<file path="src/rtl/mem_dma_copy_pkg.sv">
// Shared widths, FSM state encoding and command type for the block-copy DMA.
package mem_dma_pkg;

   localparam int ADDR_W = 8;
   localparam int DATA_W = 16;
   localparam int LEN_W  = 9;

   typedef enum logic [1:0] {
      IDLE  = 2'd0,
      READ  = 2'd1,
      WRITE = 2'd2,
      DONE  = 2'd3
   } state_e;

   typedef struct packed {
      logic [ADDR_W-1:0] src;
      logic [ADDR_W-1:0] dst;
      logic [LEN_W-1:0]  len;
   } copy_cmd_t;

endpackage

</file>
<file path="src/rtl/mem_dma_copy_if.sv">
// Main-memory word port: the DMA drives address/strobes/write data, memory returns read data.
interface mem_dma_copy_if
   import mem_dma_pkg::*;
#(
   parameter int AW = mem_dma_pkg::ADDR_W,
   parameter int DW = mem_dma_pkg::DATA_W
);

   logic [AW-1:0] mem_addr;
   logic          mem_rd;
   logic          mem_wr;
   logic [DW-1:0] mem_w_data;
   logic [DW-1:0] mem_r_data;

   modport master (
      output mem_addr, mem_rd, mem_wr, mem_w_data,
      input  mem_r_data
   );

   modport slave (
      input  mem_addr, mem_rd, mem_wr, mem_w_data,
      output mem_r_data
   );

endinterface

</file>
<file path="src/rtl/mem_dma_copy.sv">
// Word-at-a-time block copy master: one read cycle then one write cycle per word.
// Optional MEM_DMA_BACKWARD_EN copies descending when dst > src for memmove-safe overlap.
module mem_dma_copy
   import mem_dma_pkg::*;
#(
   parameter int ADDR_W = mem_dma_pkg::ADDR_W,
   parameter int DATA_W = mem_dma_pkg::DATA_W,
   parameter int LEN_W  = mem_dma_pkg::LEN_W
) (
   input  logic              clk,
   input  logic              rst_n,
   input  logic              start_i,
   input  logic [ADDR_W-1:0] src_addr_i,
   input  logic [ADDR_W-1:0] dst_addr_i,
   input  logic [LEN_W-1:0]  len_i,
   input  logic              abort_i,
   output logic              busy_o,
   output logic              done_o,
   mem_dma_copy_if.master    mem
);

   state_e             state_q, state_d;
   logic [ADDR_W-1:0]  src_q, src_d;
   logic [ADDR_W-1:0]  dst_q, dst_d;
   logic [LEN_W-1:0]   rem_q, rem_d;
   logic [DATA_W-1:0]  buf_q, buf_d;
   logic [ADDR_W-1:0]  step;

`ifdef MEM_DMA_BACKWARD_EN
   logic               dec_q, dec_d;
   logic [ADDR_W-1:0]  len_lo;

   assign len_lo = len_i[ADDR_W-1:0];
   // Adding all-ones is a modulo-2^ADDR_W decrement.
   assign step   = dec_q ? '1 : ADDR_W'(1);
`else
   assign step   = ADDR_W'(1);
`endif

   always_comb begin
      state_d = state_q;
      src_d   = src_q;
      dst_d   = dst_q;
      rem_d   = rem_q;
      buf_d   = buf_q;
`ifdef MEM_DMA_BACKWARD_EN
      dec_d   = dec_q;
`endif
      case (state_q)
         IDLE: begin
            if (start_i) begin
               if (len_i == '0) begin
                  state_d = DONE;
               end else begin
                  state_d = READ;
                  src_d   = src_addr_i;
                  dst_d   = dst_addr_i;
                  rem_d   = len_i;
`ifdef MEM_DMA_BACKWARD_EN
                  dec_d   = (dst_addr_i > src_addr_i);
                  if (dst_addr_i > src_addr_i) begin
                     src_d = src_addr_i + len_lo - ADDR_W'(1);
                     dst_d = dst_addr_i + len_lo - ADDR_W'(1);
                  end
`endif
               end
            end
         end
         READ: begin
            if (abort_i) begin
               state_d = IDLE;
            end else begin
               buf_d   = mem.mem_r_data;
               state_d = WRITE;
            end
         end
         WRITE: begin
            if (abort_i) begin
               state_d = IDLE;
            end else begin
               src_d   = src_q + step;
               dst_d   = dst_q + step;
               rem_d   = rem_q - LEN_W'(1);
               state_d = (rem_q == LEN_W'(1)) ? DONE : READ;
            end
         end
         DONE:    state_d = IDLE;
         default: state_d = IDLE;
      endcase
   end

   always_ff @(posedge clk or negedge rst_n) begin
      if (!rst_n) begin
         state_q <= IDLE;
         src_q   <= '0;
         dst_q   <= '0;
         rem_q   <= '0;
         buf_q   <= '0;
`ifdef MEM_DMA_BACKWARD_EN
         dec_q   <= 1'b0;
`endif
      end else begin
         state_q <= state_d;
         src_q   <= src_d;
         dst_q   <= dst_d;
         rem_q   <= rem_d;
         buf_q   <= buf_d;
`ifdef MEM_DMA_BACKWARD_EN
         dec_q   <= dec_d;
`endif
      end
   end

   // Every output is a decode of registered state only.
   assign busy_o         = (state_q != IDLE);
   assign done_o         = (state_q == DONE);
   assign mem.mem_rd     = (state_q == READ);
   assign mem.mem_wr     = (state_q == WRITE);
   assign mem.mem_addr   = (state_q == READ)  ? src_q :
                           (state_q == WRITE) ? dst_q : '0;
   assign mem.mem_w_data = (state_q == WRITE) ? buf_q : '0;

endmodule

</file>
<file path="src/flat_wrapper.sv">
// flat-port wrapper written by rule: the top's interface ports become plain ports
module mem_dma_copy_flat import mem_dma_pkg::*;
#(
   parameter int ADDR_W = mem_dma_pkg::ADDR_W,
   parameter int DATA_W = mem_dma_pkg::DATA_W,
   parameter int LEN_W  = mem_dma_pkg::LEN_W
)
  (clk, rst_n, start_i, src_addr_i, dst_addr_i, len_i, abort_i, busy_o, done_o, mem_mem_addr, mem_mem_rd, mem_mem_wr, mem_mem_w_data, mem_mem_r_data);
  mem_dma_copy_if mem_i ();
  input  logic clk;
  input  logic rst_n;
  input  logic start_i;
  input  logic [ADDR_W-1:0] src_addr_i;
  input  logic [ADDR_W-1:0] dst_addr_i;
  input  logic [LEN_W-1:0] len_i;
  input  logic abort_i;
  output logic busy_o;
  output logic done_o;
  output wire logic [$bits(mem_i.mem_addr)-1:0] mem_mem_addr;
  output wire logic [$bits(mem_i.mem_rd)-1:0] mem_mem_rd;
  output wire logic [$bits(mem_i.mem_wr)-1:0] mem_mem_wr;
  output wire logic [$bits(mem_i.mem_w_data)-1:0] mem_mem_w_data;
  input wire logic [$bits(mem_i.mem_r_data)-1:0] mem_mem_r_data;
  assign mem_mem_addr = mem_i.mem_addr;
  assign mem_mem_rd = mem_i.mem_rd;
  assign mem_mem_wr = mem_i.mem_wr;
  assign mem_mem_w_data = mem_i.mem_w_data;
  assign mem_i.mem_r_data = mem_mem_r_data;
  mem_dma_copy #(.ADDR_W(ADDR_W), .DATA_W(DATA_W), .LEN_W(LEN_W)) u_core (.clk(clk), .rst_n(rst_n), .start_i(start_i), .src_addr_i(src_addr_i), .dst_addr_i(dst_addr_i), .len_i(len_i), .abort_i(abort_i), .busy_o(busy_o), .done_o(done_o), .mem(mem_i));
endmodule
</file>
<file path="config.mk">
export PLATFORM = sky130hd
export DESIGN_NAME = mem_dma_copy_flat
export DESIGN_NICKNAME = d
export VERILOG_FILES = /design/src/rtl/mem_dma_copy_pkg.sv /design/src/rtl/mem_dma_copy_if.sv /design/src/rtl/mem_dma_copy.sv /design/src/flat_wrapper.sv
export SDC_FILE = /design/constraint.sdc
export NUM_CORES = 1
export LEC_CHECK = 0
export CAP_MARGIN = 5
export CORE_MARGIN = 3
export CORE_UTILIZATION = 30
export CTS_CLUSTER_SIZE = 10
export DETAILED_ROUTE_END_ITERATION = 8
export MAX_ROUTING_LAYER = met4
export SKIP_CTS_REPAIR_TIMING = 1
export SYNTH_ARGS = -nofsm -noshare
export SYNTH_HDL_FRONTEND = slang
export SYNTH_SLANG_ARGS = --single-unit
</file>
<file path="constraint.sdc">
create_clock -name clk -period 2.2 [get_ports clk]
set_clock_uncertainty 0.2 [all_clocks]
set_input_delay 0.44 -clock clk [delete_from_list [all_inputs] [get_ports clk]]
set_output_delay 0.44 -clock clk [all_outputs]
set_load 0.01 [all_outputs]
</file>
==> reports/qor.txt <==
Status - finished clean
Max Fclk - 478 MHz
Maximum clock insertion buffer count - 2
CTS H-Tree Depth - 2
Port Buf Inserts - 72
Antenna Violating Nets Remaining - 0
Post-DR wirelength/cell - 15.7 um
Max-cap violation count - 0
Post-synth ARST share - 1.00
DR iter-0 viols - 232
Minimum clock period - 2.09 ns
Worst Path Class, Setup - reg2out
Most used DFF post-synth - dfrtp_1
Synth Instances - 266
Clock transition at path regs - 0.08 ns
Pwr Density - 771 mW/mm2
Final GP Congestion - 0.824
Clock Root Buffer - clkbuf_8
Post-Syn Nets - 315
Pleak - 1.87 nW
Worst hold slack - 0.302 ns
Die width - 96.4 um
Fin crit share - 0.950
Clk sinks - 43
Area Growth Syn to Fin - 48.5%
Mapped cell area - 0.00245 mm2
Worst endpoint required time - 1.56 ns
Post-synth top area cell - dfrtp_1
Crit path DAT - 1.45 ns
Hold Crit Class - reg2reg
Netlist cell types - 41
Initial core utilization - 0.313
Largest net degree at the start of global routing - 27
Max_slew headroom - 0.648
Top cell type's share of synthesized area - 0.439
Total power - 2.81 mW
Drc violations - 0
Inst Count DP - 446
Slew Viols, Final - 0
DR vias - 2389
N_diodes - 0
Yosys reg bits - 43
Row cnt - 32
DIE AREA - 0.00929 mm2
Vias/cell - 5.24
Setup slack at placement - -0.0428 ns
Synth area leaders - dfrtp_1 44%, mux2_2 7.3%, a21oi_1 4.5%, and2_1 4.3%, a31oi_1 3.8%
WL final - 7150 um
Worst Tran Pin Value - 0.524 ns
Endpoints failing hold - 0
Dpl hpwl - 5100 um
CTS tree - yes
GRT Util Overall - 0.170
Number of top-level pins - 73
Core area - 0.00785 mm2
CP Max Fanout - 14
GR Overflow Total - 0
Layout cells sized above 1 - 0.178
Non-Filler Instances - 456
Sequential cell area fraction in the yosys report - 0.439
First-pass GRT wire length - 11900 um
DR pass1 iterations - 4
Yosys warning count - 0
Die Y - 96.4 um
VDD IR max - 0.281 mV
Synthesized area per cell - 9.22 um2
Final Setup Violations - 0
RSZ-0062 raised after global routing - false
Crit path launch type - flip-flop
Final worst slack - 0.110 ns
Number of global-route vias before repair - 2392
Initial antenna violation count - 0
Final #Nets - 402
Worst setup EP type - primary output
TritonCTS Buffers - 5
EDFF count, synth - 0
Clock Latency Late Sink - 0.31 ns
-- report_power, final --
group | switching (mW) | internal [mW]
sequential | 0.229 | 1.04
combinational | 0.460 | 0.558
clock | 0.296 | 0.223
-- per-layer routing --
| metal | global-route usage | routed length [um] |
|---|---|---|
| met1 | 0.244 | 3420 |
| met2 | 0.236 | 3060 |
| met3 | 0.0473 | 607 |
| met4 | 0.0397 | 63 |
| met5 | - | 0 |
-- logic make-up after synthesis --
kind of cell | count (synthesis) | share of synthesized area
flops | 43 | 0.439
fa+ha+maj | 4 | 0.0204
simple gates | 90 | 0.202
buf+inv | 28 | 0.0444
mux | 18 | 0.0816
compound gates | 83 | 0.213
-- through the flow --
| step | cell area, um2 | utilization | TNS, ns |
|---|---|---|---|
| global placement | 3460 | 0.441 | -0.465 |
| finish | 3640 | 0.464 | 0 |
| CTS | 3540 | 0.452 | -7.80 |
| detailed placement | 3460 | 0.441 | -0.387 |
| global route | 3640 | 0.464 | 0 |
| floorplan | 2450 | - | 0 |
-- path summary, 6_finish.rpt --
path,start,to,slack [ns],cells past startpoint
max,u_core.state_q[1],mem_mem_addr[3],0.11,5
min,u_core.buf_q[11],u_core.buf_q[11],0.30,1
max reg2reg,u_core.rem_q[1],u_core.rem_q[7],0.16,4
min reg2reg,u_core.buf_q[11],u_core.buf_q[11],0.30,1
max in group asynchronous,rst_n,u_core.src_q[3],0.87,3
min in group asynchronous,rst_n,u_core.dst_q[7],0.42,2
-- placed cells by master (no fill, tap or decap), types with 10 or more instances in the layout --
cell type and count:
a21oi_1 22, nand2_1 24, clkdlybuf4s50_1 43, and2_1 17
dfrtp_1 43, o21ai_0 17, nand3_1 10, mux2_2 16
a31oi_1 15, buf_4 21, dlymetal6s2s_1 27
-- layout make-up --
type | count | area [um2]
fill | 789 | 4210
inverter | 9 | 33.8
multi-input combinational | 195 | 1280
sequential | 43 | 1080
clock buffer | 6 | 72.6
tap | 102 | 128
clock inverter | 2 | 12.5
timing repair buffer | 99 | 1040
-- Yosys cell counts (all sizes together), types with 2 or more instances --
| library cell | number |
|---|---|
| nor2 | 5 |
| nor4 | 5 |
| mux2i | 2 |
| buf | 4 |
| nand4 | 5 |
| a211oi | 4 |
| ha | 4 |
| o22ai | 7 |
| a21oi | 22 |
| o21ai | 17 |
| nor3 | 4 |
| o2bb2ai | 2 |
| nand2 | 24 |
| a31o | 2 |
| nand3 | 10 |
| dfrtp | 43 |
| and2 | 17 |
| a22o | 5 |
| or4 | 3 |
| mux2 | 16 |
| nand2b | 7 |
| inv | 9 |
| or2 | 2 |
| a2bb2oi | 5 |
| a31oi | 15 |
| nor2b | 2 |
| o2111ai | 2 |
| clkbuf | 15 |
-- sequential cells by signal, indices dropped and copies added, names as in the netlist --
name	flops
u_core.buf_q	16
u_core.dst_q	8
u_core.rem_q	9
u_core.src_q	8
u_core.state_q	2
-- critical path, cell delays in order, from the launching register on --
cell and delay (ns):
dfrtp_1 0.43, nand2b_4 0.09, inv_2 0.06, buf_12 0.14, a22o_1 0.24, dlymetal6s2s_1 0.17
(Power assumes the default switching activity.)
